[config.mk]
export PLATFORM = sky130hd
export DESIGN_NAME = uart_tx_flat
export DESIGN_NICKNAME = d
export VERILOG_FILES = /design/src/rtl/uart_pkg.sv /design/src/rtl/uart_tx_if.sv /design/src/rtl/uart_baud_cnt.sv /design/src/rtl/uart_tx.sv /design/src/flat_wrapper.sv
export SDC_FILE = /design/constraint.sdc
export NUM_CORES = 1
export LEC_CHECK = 0
export BUFFER_PORTS_ARGS = -buffer_cell sky130_fd_sc_hd__buf_2
export CAP_MARGIN = 20
export CORE_MARGIN = 3
export CORE_UTILIZATION = 45
export DETAILED_ROUTE_END_ITERATION = 16
export GPL_TIMING_DRIVEN = 0
export PLACE_DENSITY = 0.7
export SYNTH_ARGS = -nofsm -noshare
export SYNTH_HDL_FRONTEND = slang
export SYNTH_SLANG_ARGS = --single-unit
[constraint.sdc]
create_clock -name clk_100MHz -period 2.1 [get_ports clk_100MHz]
set_input_delay 0.21 -clock clk_100MHz [delete_from_list [all_inputs] [get_ports clk_100MHz]]
set_output_delay 0.21 -clock clk_100MHz [all_outputs]
set_load 0.02 [all_outputs]
[src/rtl/uart_pkg.sv]
// Shared UART definitions used by the transmitter and the matching Receiver.
package uart_pkg;

  typedef enum logic [1:0] {
    IDLE,
    START,
    DATA,
    STOP
  } uart_state_t;

  localparam int DATA_BITS            = 8;
  localparam int DEFAULT_CLKS_PER_BIT = 10416;

endpackage

[src/rtl/uart_tx_if.sv]
// Byte handshake between user logic and the UART transmitter.
interface uart_tx_if;
  import uart_pkg::*;

  logic                 Tx_valid;
  logic [DATA_BITS-1:0] Din;
  logic                 Tx_ready;

  modport master (output Tx_valid, output Din, input Tx_ready);
  modport slave  (input Tx_valid, input Din, output Tx_ready);

endinterface

[src/rtl/uart_baud_cnt.sv]
// Bit-period counter: bit_end marks the last clock of each bit period.
module uart_baud_cnt
  import uart_pkg::*;
#(
  parameter int CLKS_PER_BIT = DEFAULT_CLKS_PER_BIT
) (
  input  logic clk,
  input  logic rst_n,
  input  logic clear,
  output logic bit_end
);

  localparam int CNT_W = $clog2(CLKS_PER_BIT);

  logic [CNT_W-1:0] cnt_q;
  logic [CNT_W-1:0] cnt_d;

  assign bit_end = (cnt_q == CNT_W'(CLKS_PER_BIT - 1));

  always_comb begin
    cnt_d = cnt_q + CNT_W'(1);
    if (clear || bit_end) begin
      cnt_d = '0;
    end
  end

  always_ff @(posedge clk or negedge rst_n) begin
    if (!rst_n) begin
      cnt_q <= '0;
    end else begin
      cnt_q <= cnt_d;
    end
  end

endmodule

[src/rtl/uart_tx.sv]
// 8N1 UART transmitter with a one-entry holding buffer for gapless back-to-back frames.
module uart_tx
  import uart_pkg::*;
#(
  parameter int CLKS_PER_BIT = DEFAULT_CLKS_PER_BIT
) (
  input  logic       clk_100MHz,
  input  logic       rst_n,
  uart_tx_if.slave   bus,
  output logic       Tx,
  output logic       Tx_busy,
  output logic       Tx_done
);

  localparam int IDX_W = $clog2(DATA_BITS);

  uart_state_t          state_q;
  logic [DATA_BITS-1:0] shift_q;
  logic [IDX_W-1:0]     bitIdx_q;
  logic [DATA_BITS-1:0] buf_q;
  logic                 bufFull_q;
  logic                 Tx_q;
  logic                 busy_q;
  logic                 done_q;
  logic                 bitEnd;
  logic                 accept;
  logic                 stopEnd;

  // Counter sits at zero while idle, so every frame starts on a full bit period.
  uart_baud_cnt #(.CLKS_PER_BIT(CLKS_PER_BIT)) u_baud (
    .clk     (clk_100MHz),
    .rst_n   (rst_n),
    .clear   (state_q == IDLE),
    .bit_end (bitEnd)
  );

  assign accept       = bus.Tx_valid && !bufFull_q;
  assign stopEnd      = (state_q == STOP) && bitEnd;
  assign bus.Tx_ready = !bufFull_q;
  assign Tx           = Tx_q;
  assign Tx_busy      = busy_q;
  assign Tx_done      = done_q;

  always_ff @(posedge clk_100MHz or negedge rst_n) begin
    if (!rst_n) begin
      state_q   <= IDLE;
      shift_q   <= '0;
      bitIdx_q  <= '0;
      buf_q     <= '0;
      bufFull_q <= 1'b0;
      Tx_q      <= 1'b1;
      busy_q    <= 1'b0;
      done_q    <= 1'b0;
    end else begin
      done_q <= 1'b0;
      case (state_q)
        IDLE: begin
          if (accept) begin
            shift_q <= bus.Din;
            state_q <= START;
            Tx_q    <= 1'b0;
            busy_q  <= 1'b1;
          end
        end
        START: begin
          if (bitEnd) begin
            state_q  <= DATA;
            bitIdx_q <= '0;
            Tx_q     <= shift_q[0];
          end
        end
        DATA: begin
          if (bitEnd) begin
            if (bitIdx_q == IDX_W'(DATA_BITS - 1)) begin
              state_q <= STOP;
              Tx_q    <= 1'b1;
            end else begin
              shift_q  <= shift_q >> 1;
              bitIdx_q <= bitIdx_q + IDX_W'(1);
              Tx_q     <= shift_q[1];
            end
          end
        end
        STOP: begin
          if (bitEnd) begin
            done_q <= 1'b1;
            if (bufFull_q) begin
              shift_q   <= buf_q;
              bufFull_q <= 1'b0;
              state_q   <= START;
              Tx_q      <= 1'b0;
            end else if (accept) begin
              shift_q <= bus.Din;
              state_q <= START;
              Tx_q    <= 1'b0;
            end else begin
              state_q <= IDLE;
              busy_q  <= 1'b0;
            end
          end
        end
        default: begin
          state_q <= IDLE;
        end
      endcase
      // A byte arriving mid-frame parks in the buffer unless the stop bit is ending right now.
      if (accept && (state_q != IDLE) && !stopEnd) begin
        buf_q     <= bus.Din;
        bufFull_q <= 1'b1;
      end
    end
  end

endmodule

[src/flat_wrapper.sv]
// flat-port wrapper written by rule: the top's interface ports become plain ports
module uart_tx_flat import uart_pkg::*;
#(
  parameter int CLKS_PER_BIT = DEFAULT_CLKS_PER_BIT
)
  (clk_100MHz, rst_n, Tx, Tx_busy, Tx_done, bus_Tx_valid, bus_Din, bus_Tx_ready);
  uart_tx_if bus_i ();
  input  logic clk_100MHz;
  input  logic rst_n;
  output logic Tx;
  output logic Tx_busy;
  output logic Tx_done;
  input wire logic [$bits(bus_i.Tx_valid)-1:0] bus_Tx_valid;
  input wire logic [$bits(bus_i.Din)-1:0] bus_Din;
  output wire logic [$bits(bus_i.Tx_ready)-1:0] bus_Tx_ready;
  assign bus_i.Tx_valid = bus_Tx_valid;
  assign bus_i.Din = bus_Din;
  assign bus_Tx_ready = bus_i.Tx_ready;
  uart_tx #(.CLKS_PER_BIT(CLKS_PER_BIT)) u_core (.clk_100MHz(clk_100MHz), .rst_n(rst_n), .bus(bus_i), .Tx(Tx), .Tx_busy(Tx_busy), .Tx_done(Tx_done));
endmodule
==> metrics.cfg <==
[die]
coreArea_mm2 = 0.00444
rows = 24
die_w_um = 74.6
dieHeight_um = 74.6
initial_core_util_pct = 47.6
die_area_mm2 = 0.00556
pin_count = 15

[synthesis]
synth-async-reset-ratio_pct = 100
syn-cell-area_mm2 = 0.00212
synth-compound-area-share_pct = 15.7
synthSimpleGateAreaFrac_pct = 15.6
ys.flop_type = dfrtp_1
syn_inst = 203
ys_seq_area_share_pct = 46.2
syn-num-nets = 223
synth_seq_cells = 39
yosysUniqueCellTypes = 43
synth_edf_count = 0
synth_top_family_by_area = compound AO/OA/AOI/OAI gates
synthXorXnorAreaFrac_pct = 4.96
avgSynthCellArea_um2 = 10.4
synth_mux_area_share_pct = 9.57
synthAdderAreaFrac_pct = 5.32
yosysWarnings = 0

[cts]
cts_tree = yes
cts_sinks = 39
cts_buffers = 5
clock_path_buffers = 2
ctsHtreeMaxLevel = 2
root_buffer = clkbuf_8
insertion_delay_ns = 0.30
path_clk_slew_ns = 0.08

[drt]
firstDrtPassIters = 4
wire_per_inst_um = 15.1
vias = 1593
detail_route.vias_per_cell = 5.71
dr.first_iter.drc_count = 83
drc_errors = 0
finalWirelength_mm = 4.20
drtAntennaViolNets = 0

[timing]
max_slew_margin_pct = 43.0
postLayoutSetupSlackWorst_ns = 0.0996
tightest_slew_ns = 0.855
finalSetupViolations = 0
skew_ns = 0.00945
hold-worst-slack_ns = 0.00258
fin_crit_ns = 2.00
finalHoldViolations = 0
layout_worst_path_cycle_share_pct = 95.3
fmax_mhz = 500
finalMaxSlewViolations = 0

[placement]
place.gp.congestion = 0.797
dp_cells = 269
preCtsSetupSlack_ns = -0.108
io_buffers = 14
hpwl_mm = 2.94

[worst_setup_path]
worst-setup-path-type = reg -> reg
critPathMaxStageDelay_ns = 0.44
worstPathCellList = ha_1 -> and4_2 -> nand4_4 -> a221oi_4 -> mux2_4
worstSetupEndpointType = register
crit_path_top_delay_cell = a221oi_4
crit_required_ns = 2.28
worstPathArrival_ns = 2.18
start_kind = register
critPathMaxFanout = 8

[pwr]
p_seq_share_pct = 58.1
power_density_mw_per_mm2 = 559
p_leak_uw = 0.00109
p_int_uw = 1030
switching_share_pct = 23.0
clock_power_share_pct = 36.6
comb_power_share_pct = 5.3
power.switching_uw = 307
irDropWorstVdd_mv = 0.275

[grt]
grt_pass1_wl_mm = 7.25
grt_overflow = 0
grtUsageTotal_pct = 17.4
antenna_found_initial = 0
grt_pass1_vias = 1575
grt_max_degree = 40

[finish]
final_util_pct = 53.7
instances_no_fill = 279
nets = 246
area_delta_synth_final_pct = 12.8
drive_gt1_share_pct = 23.3
n_antenna_cell = 0

[run]
drv_cap = 0

[status]
outcome = finished, final reports clean

[hold_path]
hold_class = in -> async

==> power groups by stage <==
stage | registers, µW | clock network (µW) | logic (µW)
6_report | 776 | 488 | 70.7
5_1_grt | 779 | 542 | 81.8
4_1_cts | 776 | 507 | 71.8
3_5_place_dp | 791 | 0 | 71.6
3_3_place_gp | 790 | 0 | 70.7
2_1_floorplan | 789 | 0 | 41.0
==> sequential cells by signal, indices dropped and copies added (netlist names), 2 cells and up <==
register / flops
u_core.buf_q: 8
u_core.u_baud.cnt_q: 14
u_core.state_q: 2
u_core.shift_q: 8
u_core.bitIdx_q: 3
==> final timing paths <==
path,startpoint,endpoint,slack (ns),cells past startpoint
min in group clk_100MHz,bus_Din[2],u_core.buf_q[2],0.16,2
setup / recovery,u_core.u_baud.cnt_q[0],u_core.shift_q[7],0.1,5
max in group asynchronous,rst_n,u_core.bitIdx_q[0],1.53,1
hold / removal,rst_n,u_core.u_baud.cnt_q[3],0.003,1
setup reg to reg,u_core.u_baud.cnt_q[0],u_core.shift_q[7],0.1,5
hold reg to reg,u_core.u_baud.cnt_q[0],u_core.u_baud.cnt_q[0],0.50,1
==> through the flow <==
step | TNS [ns] | total power (µW) | area [µm²]
floorplan | 0 | 830 | 2120
global placement | -0.837 | 861 | 2250
detailed placement | -1.00 | 863 | 2250
CTS | 0 | 1360 | 2370
global route | -0.00338 | 1400 | 2390
finish | 0 | 1340 | 2390
==> Yosys cell counts (2+ instances only) <==
cell type | n | share of area, %
mux2i_1 | 9 | 4.3
a21oi_2 | 3 | 1.2
nand2_1 | 7 | 1.2
nor3_1 | 2 | 0.47
o21ai_0 | 11 | 2.6
clkbuf_1 | 5 | 0.89
a21oi_1 | 19 | 4.5
nor2_1 | 27 | 4.8
a22o_1 | 3 | 1.2
a211oi_1 | 7 | 2.5
xnor2_1 | 3 | 1.2
ha_1 | 9 | 5.3
inv_1 | 5 | 0.89
mux2_2 | 10 | 5.3
nor2b_1 | 2 | 0.59
and3_1 | 4 | 1.2
dfrtp_1 | 38 | 45
xor2_1 | 9 | 3.7
nand4_1 | 2 | 0.59
nand3_1 | 5 | 1.2
==> timing repair <==
item | 4_1_cts | 5_1_grt
endpoints found under the setup margin | 19 | 14
hold buffers | 0 | 0
setup buffers | 2 | 1
gates cloned | 0 | 0
gates resized for setup | 2 | 6
pin swaps | 4 | 3
==> layout by cell type (no fill, tap or decap), types with 4 or more instances in the layout <==
cell / synthesis / layout
buf_2: 1 / 15
inv_1: 5 / 5
clkbuf_8: 0 / 5
nand2_1: 7 / 7
dfrtp_1: 38 / 38
xor2_1: 9 / 9
and3_1: 4 / 4
ha_1: 9 / 8
mux2_2: 10 / 9
nor2_1: 27 / 27
mux2i_1: 9 / 9
nand3_1: 5 / 5
a21oi_1: 19 / 19
a211oi_1: 7 / 7
o21ai_0: 11 / 10
==> layer usage <==
layer	wire (µm)	global-route usage, %	part of all wire, %
met5	0	0	0
met4	76	7.71	1.8
met3	165	4.59	3.9
met2	1960	27.0	47
met1	2000	22.9	48
==> logic make-up (layout without fill, tap and decap cells) <==
kind of cell	after synthesis	in the layout
and+or+nand+nor	61	61
AOI/OAI and AO/OA	50	50
DFF	39	39
muxes	19	19
buffers and inverters	13	37
xor gates and xnor gates	12	12
adders and majority gates	9	9
==> final cells by class <==
cell class              instances  area [µm²]
plain buffers                   6        32.5
clock buffers                   5        68.8
clock inverters                 3        15.0
fillers                       412        2060
inverters                       6        22.5
multi-input cells             151        1100
flip-flops and latches         39         977
well taps                      52        65.1
repair buffers                 17         109
==> worst max-delay path, delay by kind of cell (launching register included) <==
kind | cells | cell delay [ns]
AOI/OAI and AO/OA | 1 | 0.44
DFF | 1 | 0.40
adders and majority gates | 1 | 0.22
muxes | 1 | 0.33
and+or+nand+nor | 2 | 0.48
No activity file was read; power rests on OpenSTA's default activity.
